==> config.mk <==
export PLATFORM = sky130hd
export DESIGN_NAME = tvbg_sys_ctl
export DESIGN_NICKNAME = d
export VERILOG_FILES = /design/src/rtl/tvbg_sys_ctl.sv
export SDC_FILE = /design/constraint.sdc
export NUM_CORES = 1
export LEC_CHECK = 0
export CORE_AREA = 3 3 70 72
export DETAILED_ROUTE_END_ITERATION = 10
export DIE_AREA = 0 0 73 75
export PLACE_DENSITY = 0.58
export SKIP_LAST_GASP = 1
export SYNTH_ARGS = -nofsm -noshare
export SYNTH_HDL_FRONTEND = slang
export SYNTH_SLANG_ARGS = --single-unit
==> constraint.sdc <==
create_clock -name clock_in -period 1.4 [get_ports clock_in]
set_clock_uncertainty 0.05 [all_clocks]
set_input_delay 0.14 -clock clock_in [delete_from_list [all_inputs] [get_ports clock_in]]
set_output_delay 0.14 -clock clock_in [all_outputs]
set_load 0.02 [all_outputs]
==> src/rtl/tvbg_sys_ctl.sv <==
// System control: clock-enable divider, reset stretcher, button debounce with press/long-press pulses.
// Define TVBG_LONG_PRESS_EN to build the per-channel long-press counters; otherwise btn_long_out is tied low.
module tvbg_sys_ctl #(
  parameter int DIV             = 3,
  parameter int RST_CYCLES      = 65536,
  parameter int N_BTN           = 2,
  parameter int DEBOUNCE_CYCLES = 16,
  parameter int BTN_ACTIVE_LOW  = 1,
  parameter int LONG_CYCLES     = 8000000
) (
  input  logic             clock_in,
  input  logic             reset_in,
  input  logic [N_BTN-1:0] btn_in,
  output logic             ce_out,
  output logic             clk_div_out,
  output logic             rst_out,
  output logic [N_BTN-1:0] btn_level_out,
  output logic [N_BTN-1:0] btn_press_out,
  output logic [N_BTN-1:0] btn_long_out
);

  localparam int DIV_W = (DIV > 1) ? $clog2(DIV) : 1;
  localparam int RST_W = $clog2(RST_CYCLES + 1);
  localparam int DB_W  = (DEBOUNCE_CYCLES > 1) ? $clog2(DEBOUNCE_CYCLES) : 1;

  localparam logic [DIV_W-1:0] DIV_RELOAD = DIV_W'(DIV - 1);
  localparam logic [RST_W-1:0] RST_MAX    = RST_W'(RST_CYCLES);
  localparam logic [DB_W-1:0]  DB_LAST    = DB_W'(DEBOUNCE_CYCLES - 1);

  logic [DIV_W-1:0]            div_cnt_q, div_cnt_d;
  logic                        ce_q, ce_d;
  logic                        clk_div_q, clk_div_d;
  logic [RST_W-1:0]            rst_cnt_q, rst_cnt_d;
  logic                        rst_q, rst_d;
  logic [N_BTN-1:0]            sync1_q, sync1_d;
  logic [N_BTN-1:0]            sync2_q, sync2_d;
  logic [N_BTN-1:0][DB_W-1:0]  db_cnt_q, db_cnt_d;
  logic [N_BTN-1:0]            level_q, level_d;
  logic [N_BTN-1:0]            press_q, press_d;

  always_comb begin
    div_cnt_d = div_cnt_q - 1'b1;
    ce_d      = 1'b0;
    clk_div_d = clk_div_q;
    if (div_cnt_q == '0) begin
      div_cnt_d = DIV_RELOAD;
      ce_d      = 1'b1;
      clk_div_d = ~clk_div_q;
    end

    // Saturating count: rst_out drops on the edge the count reaches RST_CYCLES.
    rst_cnt_d = (rst_cnt_q < RST_MAX) ? rst_cnt_q + 1'b1 : rst_cnt_q;
    rst_d     = (rst_cnt_d < RST_MAX);

    sync1_d = (BTN_ACTIVE_LOW != 0) ? ~btn_in : btn_in;
    sync2_d = sync1_q;

    level_d  = level_q;
    db_cnt_d = db_cnt_q;
    for (int i = 0; i < N_BTN; i++) begin
      if (sync2_q[i] == level_q[i]) begin
        db_cnt_d[i] = '0;
      end else if (db_cnt_q[i] == DB_LAST) begin
        level_d[i]  = sync2_q[i];
        db_cnt_d[i] = '0;
      end else begin
        db_cnt_d[i] = db_cnt_q[i] + 1'b1;
      end
    end

    // Gated by the next rst_out so no pulse coincides with the stretched reset.
    press_d = level_d & ~level_q & {N_BTN{~rst_d}};
  end

  always_ff @(posedge clock_in) begin
    if (reset_in) begin
      div_cnt_q <= DIV_RELOAD;
      ce_q      <= 1'b0;
      clk_div_q <= 1'b0;
      rst_cnt_q <= '0;
      rst_q     <= 1'b1;
      sync1_q   <= '0;
      sync2_q   <= '0;
      db_cnt_q  <= '0;
      level_q   <= '0;
      press_q   <= '0;
    end else begin
      div_cnt_q <= div_cnt_d;
      ce_q      <= ce_d;
      clk_div_q <= clk_div_d;
      rst_cnt_q <= rst_cnt_d;
      rst_q     <= rst_d;
      sync1_q   <= sync1_d;
      sync2_q   <= sync2_d;
      db_cnt_q  <= db_cnt_d;
      level_q   <= level_d;
      press_q   <= press_d;
    end
  end

`ifdef TVBG_LONG_PRESS_EN
  localparam int LONG_W = $clog2(LONG_CYCLES + 1);
  localparam logic [LONG_W-1:0] LONG_MAX = LONG_W'(LONG_CYCLES);

  logic [N_BTN-1:0][LONG_W-1:0] long_cnt_q, long_cnt_d;
  logic [N_BTN-1:0]             armed_q, armed_d;
  logic [N_BTN-1:0]             long_q, long_d;

  always_comb begin
    long_cnt_d = long_cnt_q;
    armed_d    = armed_q;
    long_d     = '0;
    for (int i = 0; i < N_BTN; i++) begin
      if (!level_q[i]) begin
        long_cnt_d[i] = '0;
        armed_d[i]    = 1'b1;
      end else begin
        if (long_cnt_q[i] != LONG_MAX) long_cnt_d[i] = long_cnt_q[i] + 1'b1;
        if (armed_q[i] && long_cnt_d[i] == LONG_MAX) begin
          long_d[i]  = ~rst_d;
          armed_d[i] = 1'b0;
        end
      end
    end
  end

  always_ff @(posedge clock_in) begin
    if (reset_in) begin
      long_cnt_q <= '0;
      armed_q    <= '1;
      long_q     <= '0;
    end else begin
      long_cnt_q <= long_cnt_d;
      armed_q    <= armed_d;
      long_q     <= long_d;
    end
  end

  assign btn_long_out = long_q;
`else
  assign btn_long_out = '0;
`endif

  assign ce_out        = ce_q;
  assign clk_div_out   = clk_div_q;
  assign rst_out       = rst_q;
  assign btn_level_out = level_q;
  assign btn_press_out = press_q;

endmodule
==> impl_metrics.csv <==
group,metric,value,unit
status,run_status,"complete, but fails checks",
status,failing_checks,"negative setup slack",
yosys,yosysUniqueCellTypes,33,
worst_setup_path,worstPathArrival,1.66,ns
die,design.core.area,4350,um^2
sta,grt_setup_unrepaired,"true",
grt,maximum_number_of_pins_on_one_net_before_global_route_repair,13,
clock_tree,h-tree-depth,2,
grt,grt_first_pass_wirelength,5.00,mm
final_layout,synthToLayoutAreaGrowth,39.2,%
worst_setup_path,setup_crit_end_kind,"register",
clock_tree,holdBufCountCts,0,
final_layout,final_net_count,212,
yosys,edff_count_synth,0,
drt,firstDrtPassIters,4,
yosys,synth_seq_area_share,50.1,%
yosys,yosys_warnings,0,
drt,route.detailed.vias_per_inst,4.64,
yosys,mappedNetlistArea,1520,um^2
sta,slew_viol_final,0,
clock_tree,worst_case_clock_buffer_depth,2,
worst_setup_path,critPathRequiredTime,1.53,ns
clock_tree,clock_tree_from_tritoncts,"yes",
final_layout,final.fill_count,409,
worst_hold_path,hp-class,"in -> reg",
sta,setup_viol_count_final,7,
die,initial_core_util,34.9,%
yosys,yosys_most_used_dff,"sky130_fd_sc_hd__dfxtp_1",
die,die-area,5480,um^2
place,dp_cells,246,
yosys,yosys_register_bits,38,
final_layout,number_of_cells_in_the_finished_layout_apart_from_fillers,257,
worst_setup_path,path_class,"reg -> reg",
power,total_power,2.13,mW
place,final_gp_congestion,0.798,
drt,post_drt_wl_per_cell,11.9,um
die,die_width,73,um
yosys,synth_area_leader_cell,"sky130_fd_sc_hd__dfxtp_1",
power,pwr_density_cell,1010,nW/um^2
drt,initialDrtViolationCount,37,
clock_tree,clock_sink_count,38,
drt,via_count,1192,
sta,min_period,1.54,ns
grt,first_global_vias,1184,
sta,fmax,0.651,GHz
grt,grt_use_total,12.0,%
clock_tree,cts_root_buf,"sky130_fd_sc_hd__clkbuf_8",
yosys,top_count_cell_post_synth,"sky130_fd_sc_hd__dfxtp_1",
sta,timing_hold_violations_final,0,
die,core.rowCount,24,
place,dp.final_hpwl,2.23,mm
final_layout,multiInputGateArea,807,um^2
yosys,ys_top_cells_by_area,"sky130_fd_sc_hd__dfxtp_1 (50%), sky130_fd_sc_hd__xnor2_1 (8.1%), sky130_fd_sc_hd__nor2_1 (7.7%)",
final_layout,num_antenna_cells,0,
drt,routed_wl,3.06,mm
yosys,post_synth_most_frequent_cells,"sky130_fd_sc_hd__dfxtp_1 (38), sky130_fd_sc_hd__nor2_1 (31), sky130_fd_sc_hd__xnor2_1 (14)",
place,numPortBuffers,10,
die,number_of_primary_i_o_pins,13,
power,ir_worst_vdd,0.000417,V
power,total_leakage_power,0.926,nW
clock_tree,worst_skew_pair.late_latency,0.29,ns
grt,initial_antenna_violation_count,0,
grt,globalRoute.totalOverflow,0,
yosys,avgSynthCellArea,9.43,um^2
sta,final_cycle_utilization_of_the_critical_path,110,%
flow_run,maxCapViolCount,0,
sta,setup_slack,-0.137,ns
sta,fin_setup_tns,-0.448,ns
yosys,synth_top_area_share,50.1,%
drt,drc,0,
final_layout,area.sequential,778,um^2
final_layout,drive_above_1_share,33.2,%
die,die_h,75,um
clock_tree,tritoncts.num_buffers,5,
worst_setup_path,cp_max_fo,2,
yosys,netlist_instances,161,
drt,ant_nets,0,
worst_setup_path,cp-start-kind,"register",
yosys,ffs_w_async_s_r_synth,0,%
clock_tree,clkSlewWorstSetupHoldPaths,0.08,ns
-- through the flow --
step	utilization, %	hold WS, ns	instance area (um^2)	worst slack, ns
floorplan	-	0.157	1530	-0.169
global placement	43.2	0.357	1880	-0.0965
detailed placement	43.2	0.363	1880	-0.162
CTS	46.1	0.296	2010	-0.153
global route	48.6	0.307	2110	-0.173
finish	48.6	0.299	2110	-0.137
-- cells by family after synthesis --
kind of cell	count (synthesis)	share of synthesized area (%)
muxes	4	2.72
AOI/OAI and AO/OA	7	2.97
buffers and inverters	13	3.71
other	1	0.247
xor gates and xnor gates	18	10.4
adders and majority gates	4	3.30
and+or+nand+nor	76	26.6
DFF	38	50.1
-- state kept, by name, indices dropped and copies added (netlist names), 2 cells and up --
signal / cells
div_cnt_q: 2
rst_cnt_q: 17
sync2_q: 2
btn_level_out: 2
sync1_q: 2
btn_press_out: 2
db_cnt_q: 8
-- path summary, 6_finish.rpt --
check	from	endpoint	slack (ns)	depth (start not counted)
max	rst_cnt_q[16]	rst_cnt_q[13]	-0.14	4
min	btn_in[1]	sync1_q[1]	0.30	2
max reg2reg	rst_cnt_q[16]	rst_cnt_q[13]	-0.14	4
min reg2reg	div_cnt_q[0]	div_cnt_q[0]	0.38	1
-- repair_timing --
item,CTS,global route
endpoints found under the setup margin,14,16
gates resized for setup,16,17
buffers inserted,0,3
pin swaps,4,8
-- final cells by class --
cell class | count | share of cell area [%]
Multi-Input combinational cell | 111 | 38.2
Clock inverter | 2 | 0.592
Tap cell | 52 | 3.08
Sequential cell | 38 | 36.8
Clock buffer | 6 | 3.91
Inverter | 7 | 1.24
Timing Repair Buffer | 41 | 16.2
-- power by group --
group	total, mW	internal (mW)	switching [mW]
Sequential	1.16	1.13	0.0289
Clock	0.778	0.395	0.383
Combinational	0.198	0.0937	0.104
Total	2.13	1.62	0.516
-- worst max-delay path, cell delays in order, from the launching register on --
cell and delay (ns):
sky130_fd_sc_hd__dfxtp_2 0.33, sky130_fd_sc_hd__nand3b_4 0.16, sky130_fd_sc_hd__nor2_4 0.11, sky130_fd_sc_hd__or4b_4 0.46, sky130_fd_sc_hd__mux2_4 0.31
-- metal layers --
metal / global-route usage, % / part of all wire [%] / up-vias
li1: - / - / 610
met3: 4.01 / 3.9 / 7
met2: 21.2 / 50 / 18
met4: 4.92 / 1.7 / 0
met5: 0 / 0 / -
met1: 13.3 / 44 / 557
-- cell usage in the layout (no fill, tap or decap), types with 2 or more instances in the layout --
cell type	count
sky130_fd_sc_hd__and3_1	2
sky130_fd_sc_hd__buf_4	30
sky130_fd_sc_hd__clkbuf_8	6
sky130_fd_sc_hd__clkdlybuf4s50_1	3
sky130_fd_sc_hd__conb_1	2
sky130_fd_sc_hd__dfxtp_1	28
sky130_fd_sc_hd__dfxtp_2	8
sky130_fd_sc_hd__dfxtp_4	2
sky130_fd_sc_hd__dlygate4sd2_1	3
sky130_fd_sc_hd__dlymetal6s2s_1	4
sky130_fd_sc_hd__ha_1	3
sky130_fd_sc_hd__inv_1	7
sky130_fd_sc_hd__mux2i_1	3
sky130_fd_sc_hd__nand2_1	8
sky130_fd_sc_hd__nand3_1	7
sky130_fd_sc_hd__nor2_1	31
sky130_fd_sc_hd__nor2b_1	5
sky130_fd_sc_hd__nor3_1	5
sky130_fd_sc_hd__nor4_2	2
sky130_fd_sc_hd__nor4_4	2
sky130_fd_sc_hd__xnor2_1	14
sky130_fd_sc_hd__xor2_1	4
No activity file was read; power rests on OpenSTA's default activity.
